[src/rtl/uart_ctrl_pkg.sv]
// Shared types and helpers for the uart TX/RX scheduler.
package uart_ctrl_pkg;

  typedef enum logic [2:0] {
    ST_IDLE,
    ST_LOAD_HDR,
    ST_HDR_RISE,
    ST_HDR_FALL,
    ST_LOAD_DAT,
    ST_DAT_RISE,
    ST_DAT_FALL,
    ST_DONE
  } state_t;

  localparam logic [3:0] HDR_MAGIC = 4'hA;

  function automatic logic [7:0] hdr(input logic [2:0] id);
    return {HDR_MAGIC, 1'b0, id};
  endfunction

endpackage

[src/rtl/uart_rr_arbiter.sv]
// Round-robin arbiter: first requester at or after the pointer wins; the
// pointer moves past the served requester when advance is pulsed.
module uart_rr_arbiter #(
  parameter int NUM_REQ = 4
) (
  input  logic               clk,
  input  logic               reset,
  input  logic [NUM_REQ-1:0] req,
  input  logic               advance,
  input  logic [2:0]         adv_id,
  output logic [NUM_REQ-1:0] grant_oh,
  output logic [2:0]         grant_idx,
  output logic               grant_valid
);

  logic [2:0] ptr_reg;
  logic [7:0] req_ext;
  logic [2:0] cand_idx [NUM_REQ];

  assign req_ext = 8'(req);

  // cand_idx[k] is the requester k places after the pointer, wrapped.
  for (genvar gi = 0; gi < NUM_REQ; gi++) begin : g_cand
    logic [3:0] sum;
    assign sum          = {1'b0, ptr_reg} + 4'(gi);
    assign cand_idx[gi] = (sum >= 4'(NUM_REQ)) ? 3'(sum - 4'(NUM_REQ)) : sum[2:0];
  end

  always_comb begin
    grant_valid = 1'b0;
    grant_idx   = 3'd0;
    // Scan from the far end so the closest candidate is assigned last.
    for (int k = NUM_REQ - 1; k >= 0; k--) begin
      if (req_ext[cand_idx[k]]) begin
        grant_valid = 1'b1;
        grant_idx   = cand_idx[k];
      end
    end
    grant_oh = grant_valid ? NUM_REQ'(8'b1 << grant_idx) : '0;
  end

  always_ff @(posedge clk) begin
    if (!reset) begin
      ptr_reg <= 3'd0;
    end else if (advance) begin
      ptr_reg <= (adv_id == 3'(NUM_REQ - 1)) ? 3'd0 : adv_id + 3'd1;
    end
  end

endmodule

[src/rtl/uart_tx_scheduler.sv]
// Shares one uart between NUM_REQ byte requesters (round-robin TX with an
// optional ID header) and turns the uart RX ready/dout into a valid strobe.
module uart_tx_scheduler
  import uart_ctrl_pkg::*;
#(
  parameter int NUM_REQ      = 4,
  parameter int HDR_EN       = 1,
  parameter int BUSY_TIMEOUT = 16
) (
  input  logic                 clk,
  input  logic                 reset,
  input  logic [NUM_REQ-1:0]   req,
  input  logic [8*NUM_REQ-1:0] req_data,
  output logic [NUM_REQ-1:0]   ack,
  output logic [2:0]           grant_id,
  output logic                 busy,
  output logic                 timeout_err,
  output logic [7:0]           uart_din,
  output logic                 uart_wr_en,
  input  logic                 uart_tx_busy,
  input  logic                 uart_ready,
  input  logic [7:0]           uart_dout,
  output logic                 uart_rx_clr,
  output logic [7:0]           rx_data,
  output logic                 rx_valid
);

  localparam int CNT_W = $clog2(BUSY_TIMEOUT + 1);
  localparam logic [CNT_W-1:0] CNT_LAST = CNT_W'(BUSY_TIMEOUT - 1);

  state_t               state_reg, state_next;
  logic [2:0]           grant_id_reg;
  logic [NUM_REQ-1:0]   grant_oh_reg;
  logic [7:0]           data_reg;
  logic [CNT_W-1:0]     cnt_reg;
  logic                 timeout_err_reg;
  logic                 timeout_set;
  logic                 in_rise;
  logic                 take;

  logic [NUM_REQ-1:0]   arb_oh;
  logic [2:0]           arb_idx;
  logic                 arb_valid;
  logic [7:0]           req_bytes [8];

  for (genvar gi = 0; gi < 8; gi++) begin : g_bytes
    if (gi < NUM_REQ) begin : g_used
      assign req_bytes[gi] = req_data[8*gi +: 8];
    end else begin : g_unused
      assign req_bytes[gi] = 8'h00;
    end
  end

  uart_rr_arbiter #(.NUM_REQ(NUM_REQ)) u_arb (
    .clk         (clk),
    .reset       (reset),
    .req         (req),
    .advance     (state_reg == ST_DONE),
    .adv_id      (grant_id_reg),
    .grant_oh    (arb_oh),
    .grant_idx   (arb_idx),
    .grant_valid (arb_valid)
  );

  assign take    = (state_reg == ST_IDLE) && arb_valid && !uart_tx_busy;
  assign in_rise = (state_reg == ST_HDR_RISE) || (state_reg == ST_DAT_RISE);

  always_comb begin
    state_next  = state_reg;
    timeout_set = 1'b0;
    uart_wr_en  = 1'b0;
    uart_din    = 8'h00;
    ack         = '0;
    busy        = (state_reg != ST_IDLE);
    grant_id    = grant_id_reg;
    timeout_err = timeout_err_reg;
    case (state_reg)
      ST_IDLE:     if (take) state_next = (HDR_EN != 0) ? ST_LOAD_HDR : ST_LOAD_DAT;
      ST_LOAD_HDR: begin
        uart_wr_en = 1'b1;
        uart_din   = hdr(grant_id_reg);
        state_next = ST_HDR_RISE;
      end
      ST_HDR_RISE: begin
        if (uart_tx_busy) begin
          state_next = ST_HDR_FALL;
        end else if (cnt_reg == CNT_LAST) begin
          state_next  = ST_DONE;
          timeout_set = 1'b1;
        end
      end
      ST_HDR_FALL: if (!uart_tx_busy) state_next = ST_LOAD_DAT;
      ST_LOAD_DAT: begin
        uart_wr_en = 1'b1;
        uart_din   = data_reg;
        state_next = ST_DAT_RISE;
      end
      ST_DAT_RISE: begin
        if (uart_tx_busy) begin
          state_next = ST_DAT_FALL;
        end else if (cnt_reg == CNT_LAST) begin
          state_next  = ST_DONE;
          timeout_set = 1'b1;
        end
      end
      ST_DAT_FALL: if (!uart_tx_busy) state_next = ST_DONE;
      ST_DONE: begin
        ack        = grant_oh_reg;
        state_next = ST_IDLE;
      end
      default:     state_next = ST_IDLE;
    endcase
  end

  always_ff @(posedge clk) begin
    if (!reset) begin
      state_reg       <= ST_IDLE;
      grant_id_reg    <= 3'd0;
      grant_oh_reg    <= '0;
      data_reg        <= 8'h00;
      cnt_reg         <= '0;
      timeout_err_reg <= 1'b0;
    end else begin
      state_reg <= state_next;
      if (take) begin
        grant_id_reg <= arb_idx;
        grant_oh_reg <= arb_oh;
        data_reg     <= req_bytes[arb_idx];
      end
      // Counts busy-rise wait cycles; held at zero outside the RISE states.
      cnt_reg <= in_rise ? cnt_reg + CNT_W'(1) : '0;
      if (timeout_set) timeout_err_reg <= 1'b1;
    end
  end

  // RX capture: the clear flag blocks re-capture until ready has gone low.
  logic rx_clr_flag_reg;

  always_ff @(posedge clk) begin
    if (!reset) begin
      rx_data         <= 8'h00;
      rx_valid        <= 1'b0;
      uart_rx_clr     <= 1'b0;
      rx_clr_flag_reg <= 1'b0;
    end else if (uart_ready && !rx_clr_flag_reg) begin
      rx_data         <= uart_dout;
      rx_valid        <= 1'b1;
      uart_rx_clr     <= 1'b1;
      rx_clr_flag_reg <= 1'b1;
    end else begin
      rx_valid    <= 1'b0;
      uart_rx_clr <= 1'b0;
      if (!uart_ready) rx_clr_flag_reg <= 1'b0;
    end
  end

endmodule

[config.mk]
export PLATFORM = sky130hd
export DESIGN_NAME = uart_tx_scheduler
export DESIGN_NICKNAME = d
export VERILOG_FILES = /design/src/rtl/uart_ctrl_pkg.sv /design/src/rtl/uart_rr_arbiter.sv /design/src/rtl/uart_tx_scheduler.sv
export SDC_FILE = /design/constraint.sdc
export NUM_CORES = 1
export LEC_CHECK = 0
export CELL_PAD_IN_SITES_DETAIL_PLACEMENT = 0
export CELL_PAD_IN_SITES_GLOBAL_PLACEMENT = 1
export CORE_ASPECT_RATIO = 1.75
export CORE_MARGIN = 1.5
export CORE_UTILIZATION = 36
export CTS_CLUSTER_DIAMETER = 150
export DETAILED_ROUTE_END_ITERATION = 10
export PLACE_DENSITY = 0.94
export SLEW_MARGIN = 20
export SYNTH_ARGS = -nofsm -noshare
export SYNTH_HDL_FRONTEND = slang
export SYNTH_SLANG_ARGS = --single-unit
[constraint.sdc]
create_clock -name clk -period 7.8 [get_ports clk]
set_clock_uncertainty 0.05 [all_clocks]
set_input_delay 2.34 -clock clk [delete_from_list [all_inputs] [get_ports clk]]
set_output_delay 2.34 -clock clk [all_outputs]
set_load 0.005 [all_outputs]
[Word-level counts from Yosys, hierarchy flattened]
Index checks and enable logic that the tools add are counted.
Word-level totals
  word-level logic and storage cells: 96
  bits in read-only memories: 0
  memories: 0
  memory bits (writable): 0
  flip-flop bits (word level): 37
  bits in latches: 0
  bits of input ports: 48
  output and inout port bits: 28
Operators by class
  reductions and logical operators: 12
  add/sub/neg operators: 9
  bitwise gates (word level): 1
  multipliers: 0
  mux-type cells: 41
  shift operators: 1
  equal/unequal tests: 13
  div/mod/pow operators: 0
  $lt $le $gt $ge: 9
Operators with widths (count)
  $mux 3: 15
  $bmux 8 s3: 1
  $pmux 3 s8: 1
  $lt 3x4->1 const B: 4
  $mux 8: 2
  $pmux 8 s2: 1
  $mux 1: 15
  $bmux 1 s3: 4
  $eq 3x3->1 const B: 4
  $ge 4x3->1 const B: 3
  $sub 3x3->3 const B: 4
  $eq 3x2->1 const B: 3
  $add 3x2->4 const B: 2
  $mux 4: 2
  $ne 2x2->1 const B: 3
  $add 5x1->5 const B: 1
  $eq 5x4->1 const B: 1
  $add 3x1->4 const B: 1
  $ge 4x4->1 const B: 1
  $not 3->4: 1
  $reduce_or 2->1: 2
  $shl 1x3->4 const A: 1
  $add 3x1->3 const B: 1
  $eq 3x1->1 const B: 1
  other kinds (9): 12

[Depth between registers and ports, before layout]
Gate-level depths: netlist (run 1).
  depth after elaboration: 13
  gate-level depth with buffers: 11
  mapped depth without buffers: 9

[By module]
A second synthesis (run 1) with hierarchy kept.
Unflattened totals
  cell total of the unflattened synthesis: 230
  area, all modules: 2132.0 µm²
By module, submodules not included
  uart_tx_scheduler: area each 1637.8 µm², cells an instance 164, instances 1, seq. area each 680.7 µm²
  uart_rr_arbiter: area each 494.2 µm², cells an instance 66, instances 1, seq. area each 60.1 µm²

[Least setup slack after synthesis (run 1)]
No wires, ideal clock.
  kind: input-to-reg
  start point: input req[0]
  end point: register data_reg[2]
  library setup time: 0.069 ns
  setup slack: 3.753 ns
  cell stages on the path: 8
  buffers on the path: 1
  arrival: 3.928 ns
  cell sequence: nor2b_2 o32ai_4 o21ai_2 o21ai_2 mux2i_2 buf_6 mux2_2 o21ai_1
Between the ends
  longest elaborated chain between the ends: 10
  elaborated cells on any way between the ends: 22
  those cells by class: mux (19); bitwise (1); reduce/logical (2)
Ends and longest elaborated chain
  from (decl): RTL line uart_tx_scheduler.sv:12  | input logic [NUM_REQ-1:0] req,
  $bmux 1 s3: RTL line uart_rr_arbiter.sv:34  | if (req_ext[cand_idx[k]]) begin
  $mux 1 (implied by the code): RTL line uart_rr_arbiter.sv:34
  $mux 3 (4 in a row): RTL line uart_rr_arbiter.sv:34
  $not 3->4 (implied by the code): RTL line uart_tx_scheduler.sv:128  | data_reg <= req_bytes[arb_idx];
  $bmux 8 s3: RTL line uart_tx_scheduler.sv:128
  $mux 8 (implied by the code) (2 in a row): RTL line uart_tx_scheduler.sv:128
  to (signal assigned): RTL line uart_tx_scheduler.sv:128
  to (decl): RTL line uart_tx_scheduler.sv:34  | logic [7:0] data_reg;
Parallel ways exist; a longest one is shown, timed or not. The select of a mux whose other input is x is not followed.
A chain may end at the register's enable or synchronous reset.

[Final worst setup path (run 1)]
  start point: input req[0]
  end point: register data_reg[6]
Same word-level chain as after synthesis.

==> load_flow_metrics.sql, run 1 <==
INSERT INTO impl_metrics (metric_group, metric, value, unit) VALUES
('run_status', 'result_of_the_run', 'completed', ''),
('clock_network', 'cts_buffers', '5', ''),
('clock_network', 'cts.root.buffer_cell', 'clkbuf_8', ''),
('critical_path', 'timing.reg2reg.setup_slack', '4.38', 'ns'),
('place', 'place_congestion', '0.879', ''),
('critical_path', 'worstSetupPathType', 'input pin to register', ''),
('floorplanning', 'placement_rows', '37', ''),
('clock_network', 'cts_tree', 'built', ''),
('sta', 'post_route_clock_period_utilization', '60.8', '%'),
('floorplanning', 'io-pin-count', '76', ''),
('clock_network', 'path_clk_slew', '0.07', 'ns'),
('floorplanning', 'initial_core_util', '37.5', '%'),
('detailed_routing', 'drtPass1Iterations', '4', ''),
('sta', 'fin_hold_ws', '0.362', 'ns'),
('sta', 'final-setup-viol-count', '0', ''),
('min_path', 'hold_path.class', 'register to register', ''),
('min_path', 'hold_path_depth', '1', ''),
('global_route', 'grt_antenna_before_repair', '0', ''),
('detailed_routing', 'post-route-drc-count', '0', ''),
('synth', 'post_synth_instance_area', '2200', 'sq um'),
('clock_network', 'cts_htree_levels', '2', ''),
('global_route', 'grt_remaining_overflow', '0', ''),
('place', 'hpwl', '4110', 'microns'),
('detailed_routing', 'vias', '1935', ''),
('critical_path', 'critPathArrivalTime', '4.90', 'ns'),
('critical_path', 'worstSetupStartpoint', 'req[0]', ''),
('floorplanning', 'floorplan.die.height', '106', 'microns'),
('synth', 'postSynthNetCount', '293', ''),
('global_route', 'largest_net_degree_at_the_start_of_global_routing', '35', ''),
('synth', 'post_synth_inst_count', '240', ''),
('clock_network', 'cts.hold.buffers_added', '0', ''),
('sta', 'timing_hold_violations_final', '0', ''),
('cells_and_area', 'filler_cell_count', '581', ''),
('floorplanning', 'floorplan.die_area', '6620', 'sq um'),
('sta', 'setup_tns', '0', 'ns'),
('synth', 'synth_cell_types', '46', ''),
('critical_path', 'ff2ff_path_depth', '8', ''),
('detailed_routing', 'wl_per_cell', '14.0', 'microns'),
('synth', 'yosysWarningCount', '0', ''),
('critical_path', 'crit_path_max_fanout', '13', ''),
('pwr', 'power.leakage', '1.22', 'nW'),
('critical_path', 'delay_of_the_slowest_critical_path_stage', '0.75', 'ns'),
('detailed_routing', 'drt.antenna.violating_nets', '0', ''),
('critical_path', 'crit_path_start_kind', 'input pin', ''),
('sta', 'setup_repair_after_global_routing_missed_its_margin', 'false', ''),
('cells_and_area', 'area_growth_syn_to_layout', '41.1', '%'),
('global_route', 'global_route.usage.total', '17.1', '%'),
('global_route', 'grt_pass1_wl', '9220', 'microns'),
('detailed_routing', 'detailed_route_wire_length', '5440', 'microns'),
('floorplanning', 'fp.dieW', '62.1', 'microns'),
('clock_network', 'clock_sinks', '37', ''),
('sta', 'max_clock_freq', '211', 'MHz'),
('synth', 'async_flop_share', '0', '%'),
('critical_path', 'cp_cell_sequence', 'clkdlybuf4s50_1 > nor2b_2 > o32ai_4 > o21ai_2 > o21ai_2 > mux2i_2 > mux2_2 > o21ai_1', ''),
('run', 'drv.max_cap_violation_count', '0', ''),
('critical_path', 'critical_path_cell_count', '8', ''),
('clock_network', 'clk_latency', '0.29', 'ns'),
('global_route', 'first_global_vias', '1938', ''),
('detailed_routing', 'viasPerCell', '4.97', ''),
('synth', 'postSynthRegisterBits', '37', ''),
('synth', 'syn-mean-instance-area', '9.18', 'sq um'),
('place', 'buffer_ports.inserted', '75', ''),
('cells_and_area', 'antenna_cells_inserted', '0', ''),
('cells_and_area', 'nNetsFinal', '363', ''),
('pwr', 'peakVddDrop', '0.198', 'mV'),
('min_path', 'min_from', 'rx_clr_flag_reg$_SDFFE_PN0P_', ''),
('critical_path', 'critical_path.most_common_cell', 'o21ai_2', ''),
('critical_path', 'crit_family', 'multiplexers', ''),
('sta', 'slew_headroom', '39.2', '%'),
('critical_path', 'worstPathBufferInverterCount', '1', ''),
('clock_network', 'postCtsSetupRepairBufs', '0', '');
## power by group
part           total (mW)  internal (mW)  switching, mW  leakage [nW]
combinational       0.137         0.0760         0.0610         0.851
clock               0.195          0.127         0.0675        0.0681
sequential          0.218          0.204         0.0147         0.302
## worst paths after layout
kind,end
max,data_reg[6]$_SDFFE_PN0P_
min,rx_valid$_SDFF_PN0_
max reg2reg,data_reg[6]$_SDFFE_PN0P_
min reg2reg,rx_valid$_SDFF_PN0_
## logic make-up after synthesis
| family | count (synthesis) | share of synthesized area [%] |
|---|---|---|
| flip-flops | 37 | 33.6 |
| XOR/XNOR | 2 | 0.795 |
| adder cells (fa/ha/maj) | 5 | 2.84 |
| AO/OA/AOI/OAI | 47 | 16.4 |
| multiplexers | 40 | 19.6 |
| AND/OR/NAND/NOR | 91 | 22.0 |
| buffers and inverters | 18 | 4.71 |
## cell usage in the layout, fill, tap and decap left out, drive strengths merged, types with 7 or more instances in the layout
cell type      count
a21boi             7
a21oi              8
clkdlybuf4s50     75
dfxtp             37
mux2              10
mux2i             29
nand2             18
nand2b             8
nand3             11
nor2              16
nor2b             19
o21ai             19
## metrics by stage
stage | worst slack [ns] | power (mW) | utilization, %
after floorplan | 3.75 | 0.300 | -
after global placement | 2.88 | 0.357 | 50.6
after detailed placement | 2.79 | 0.360 | 50.6
after CTS | 3.07 | 0.556 | 52.9
after global routing | 2.89 | 0.578 | 52.9
final | 3.06 | 0.550 | 52.9
## synthesized netlist by cell type, drive strengths merged, types with 2 or more instances
| cell type | instances | area share [%] |
|---|---|---|
| a21oi | 8 | 2.0 |
| or3 | 2 | 0.57 |
| nand3b | 2 | 0.68 |
| ha | 5 | 2.8 |
| nor3 | 2 | 0.45 |
| mux2i | 29 | 14 |
| nand2 | 18 | 3.4 |
| o21ai | 19 | 4.7 |
| dfxtp | 37 | 34 |
| clkbuf | 8 | 1.4 |
| a21boi | 7 | 2.6 |
| inv | 5 | 0.85 |
| a22oi | 6 | 2.0 |
| mux2 | 10 | 5.1 |
| buf | 5 | 2.5 |
| and3 | 6 | 1.7 |
| nand2b | 8 | 2.3 |
| nor2 | 16 | 2.8 |
| and2 | 5 | 1.4 |
| nor2b | 19 | 5.5 |
| nand3 | 11 | 2.5 |
## final cells by class
type	instances	area, sq um	share of cell area (%)
Multi-Input combinational cell	185	1360	43.7
Timing Repair Buffer	76	758	24.4
Sequential cell	37	741	23.8
Tap cell	78	97.6	3.14
Clock buffer	5	68.8	2.21
Clock inverter	3	65.1	2.09
Inverter	5	18.8	0.604
## per-layer routing
layer / wire length [microns] / global-route usage [%] / up-vias
met5: 0 / 0 / -
met4: 73 / 6.35 / 0
met3: 142 / 2.33 / 6
met2: 3040 / 31.9 / 36
met1: 2180 / 19.7 / 909
li1: - / - / 984
Note: power is estimated with default switching activity, not from simulation.
==> inputs of run 2 (changes only) <==
CORE_UTILIZATION = 30   (was 36)
PLACE_DENSITY = 0.85   (was 0.94)
clock period = 3.8 ns   (was 7.8 ns; I/O delays follow)
==> run 2 against run 1 <==
  * Non-clock buffer count is 4 higher
  * Setup slack lost 2.6 ns
  * Utilization fell by 8.7 points
  * Clock-buffer cell count did not move
  * Power is 120% higher
  * Hold slack better by 0.0081 ns
  * Critical endpoint is now uart_din[2]
  * Largest cell class unchanged
==> load_flow_metrics.sql, run 2 (synthesis gave the netlist of run 1 again) <==
INSERT INTO impl_metrics (metric_group, metric, value, unit) VALUES
('run_status', 'result_of_the_run', 'completed', ''),
('critical_path', 'delay_of_the_slowest_critical_path_stage', '0.58', 'ns'),
('clock_network', 'cts_htree_levels', '2', ''),
('cells_and_area', 'nNetsFinal', '367', ''),
('global_route', 'grt_pass1_wl', '8650', 'microns'),
('detailed_routing', 'drt.antenna.violating_nets', '0', ''),
('pwr', 'pwr_density_cell', '376', 'nW/um^2'),
('detailed_routing', 'viasPerCell', '4.98', ''),
('place', 'hpwl', '4270', 'microns'),
('sta', 'maxSlewViolCount', '0', ''),
('pwr', 'power_report.internal_total', '0.884', 'mW'),
('clock_network', 'clock_path_buffers', '2', ''),
('floorplanning', 'io-pin-count', '76', ''),
('global_route', 'largest_net_degree_at_the_start_of_global_routing', '18', ''),
('critical_path', 'crit_path_top_delay_cell', 'nor2b_1', ''),
('floorplanning', 'placement_rows', '41', ''),
('detailed_routing', 'dr.first_iter.drc_count', '66', ''),
('clock_network', 'path_clk_slew', '0.06', 'ns'),
('critical_path', 'endpoint_kind', 'output pin', ''),
('sta', 'setup_tns', '0', 'ns'),
('clock_network', 'cts_tree', 'built', ''),
('floorplanning', 'fp.dieW', '67.8', 'microns'),
('pwr', 'clock_network_fraction_of_design_power', '38.2', '%'),
('global_route', 'global_route.usage.total', '14.3', '%'),
('cells_and_area', 'filler_cell_count', '744', ''),
('cells_and_area', 'layout.cells.non_filler', '400', ''),
('pwr', 'pwr-share-comb', '24.2', '%'),
('cells_and_area', 'mostFrequentLayoutCell', 'clkdlybuf4s50_1', ''),
('floorplanning', 'floorplan.die_area', '7890', 'sq um'),
('sta', 'post_route_clock_period_utilization', '89.1', '%'),
('critical_path', 'crit_path_start_kind', 'register', ''),
('global_route', 'first_global_vias', '1892', ''),
('detailed_routing', 'vias', '1990', ''),
('clock_network', 'postCtsSetupRepairBufs', '0', ''),
('detailed_routing', 'drtPass1Iterations', '4', ''),
('cells_and_area', 'multi_input_comb_area', '1360', 'sq um'),
('cells_and_area', 'area_growth_syn_to_layout', '44.1', '%'),
('global_route', 'grt_antenna_before_repair', '0', ''),
('pwr', 'seqPwrFrac', '37.6', '%'),
('detailed_routing', 'wl_per_cell', '13.8', 'microns'),
('pwr', 'netSwitchingPower', '0.310', 'mW'),
('critical_path', 'cp_cell_sequence', 'nor2b_1 > a22oi_1 > nor2_1 > clkdlybuf4s50_1', ''),
('detailed_routing', 'detailed_route_wire_length', '5500', 'microns'),
('sta', 'timing_hold_violations_final', '0', ''),
('pwr', 'switching_share', '26.0', '%'),
('run', 'drv.max_cap_violation_count', '0', ''),
('pwr', 'peakVddDrop', '0.160', 'mV'),
('clock_network', 'cts.hold.buffers_added', '0', ''),
('sta', 'layout_min_cycle_time', '3.39', 'ns'),
('clock_network', 'clock_sinks', '37', ''),
('critical_path', 'worstPathBufferInverterCount', '1', ''),
('critical_path', 'critPathArrivalTime', '2.20', 'ns'),
('cells_and_area', 'antenna_cells_inserted', '0', ''),
('sta', 'max_clock_freq', '295', 'MHz'),
('detailed_routing', 'post-route-drc-count', '0', ''),
('critical_path', 'crit_path_max_fanout', '10', ''),
('sta', 'slew_headroom', '57.6', '%'),
('critical_path', 'crit_family', 'simple AND/OR/NAND/NOR gates', ''),
('clock_network', 'clk_latency', '0.28', 'ns'),
('critical_path', 'worst-endpoint-required', '2.61', 'ns'),
('sta', 'slew_of_the_pin_with_the_lowest_slew_margin', '0.634', 'ns'),
('critical_path', 'timing.reg2reg.setup_slack', '0.77', 'ns'),
('place', 'post-place-cells', '393', ''),
('floorplanning', 'design.core.area', '7180', 'sq um'),
('place', 'place_congestion', '0.739', ''),
('sta', 'setup_repair_after_global_routing_missed_its_margin', 'false', ''),
('clock_network', 'cts.root.buffer_cell', 'clkbuf_16', ''),
('clock_network', 'post_cts_resize_count', '0', ''),
('critical_path', 'worstSetupPathType', 'register to output pin', ''),
('cells_and_area', 'final_cell_mix', 'clkdlybuf4s50_1 (75), dfxtp_1 (37), mux2i_1 (27), nor2b_1 (18), nand2_1 (17)', ''),
('min_path', 'hold_path.class', 'register to register', ''),
('clock_network', 'cts_buffers', '5', ''),
('place', 'buffer_ports.inserted', '75', ''),
('sta', 'fin_hold_ws', '0.370', 'ns'),
('floorplanning', 'floorplan.die.height', '116', 'microns'),
('global_route', 'grt_remaining_overflow', '0', ''),
('floorplanning', 'initial_core_util', '30.7', '%'),
('cells_and_area', 'final_layout_size_suffix_gt1_share', '11.8', '%'),
('sta', 'final-setup-viol-count', '0', ''),
('pwr', 'power.leakage', '1.25', 'nW'),
('cells_and_area', 'final-seq-area', '741', 'sq um');
==> run 2: worst paths after layout <==
check,startpoint,end,depth (start not counted)
worst max register to register,u_arb.ptr_reg[0]$_SDFFE_PN0N_,data_reg[0]$_SDFFE_PN0P_,9
worst min-delay path,rx_clr_flag_reg$_SDFFE_PN0P_,rx_valid$_SDFF_PN0_,1
worst max-delay path,state_reg[2]$_SDFFE_PN0P_,uart_din[2],4
worst min register to register,rx_clr_flag_reg$_SDFFE_PN0P_,rx_valid$_SDFF_PN0_,1
==> run 2: cell type report <==
cell class              instances  share of cell area, %
multi-input cells             185                   42.8
repair buffers                 80                   24.8
flip-flops and latches         37                   23.3
clock buffers                   5                   3.94
well taps                      86                   3.39
clock inverters                 2                   1.10
inverters                       5                  0.591
==> run 2: routing by layer <==
layer	share of wire [%]	track usage [%]	vias to the layer above
met3	2.5	1.64	14
met2	56	26.2	37
met4	3.5	7.73	0
li1	-	-	992
met1	38	15.5	947
met5	0	0	-
==> run 2: per-stage QoR <==
step	total power [mW]	utilization, %	setup slack [ns]	cell area [sq um]
after detailed placement	0.748	42.0	0.305	3010
after global routing	1.26	44.2	0.250	3170
after floorplan	0.615	-	0.953	2200
final	1.19	44.2	0.413	3170
after global placement	0.745	42.0	0.339	3010
after CTS	1.21	44.2	0.409	3170
==> run 2: power by group through the flow <==
stage | sequential [mW] | combinational, mW | clock [mW]
floorplan | 0.440 | 0.175 | 0
global placement | 0.456 | 0.289 | 0
detailed placement | 0.457 | 0.291 | 0
CTS | 0.449 | 0.293 | 0.467
global route | 0.455 | 0.317 | 0.484
finish | 0.449 | 0.289 | 0.457
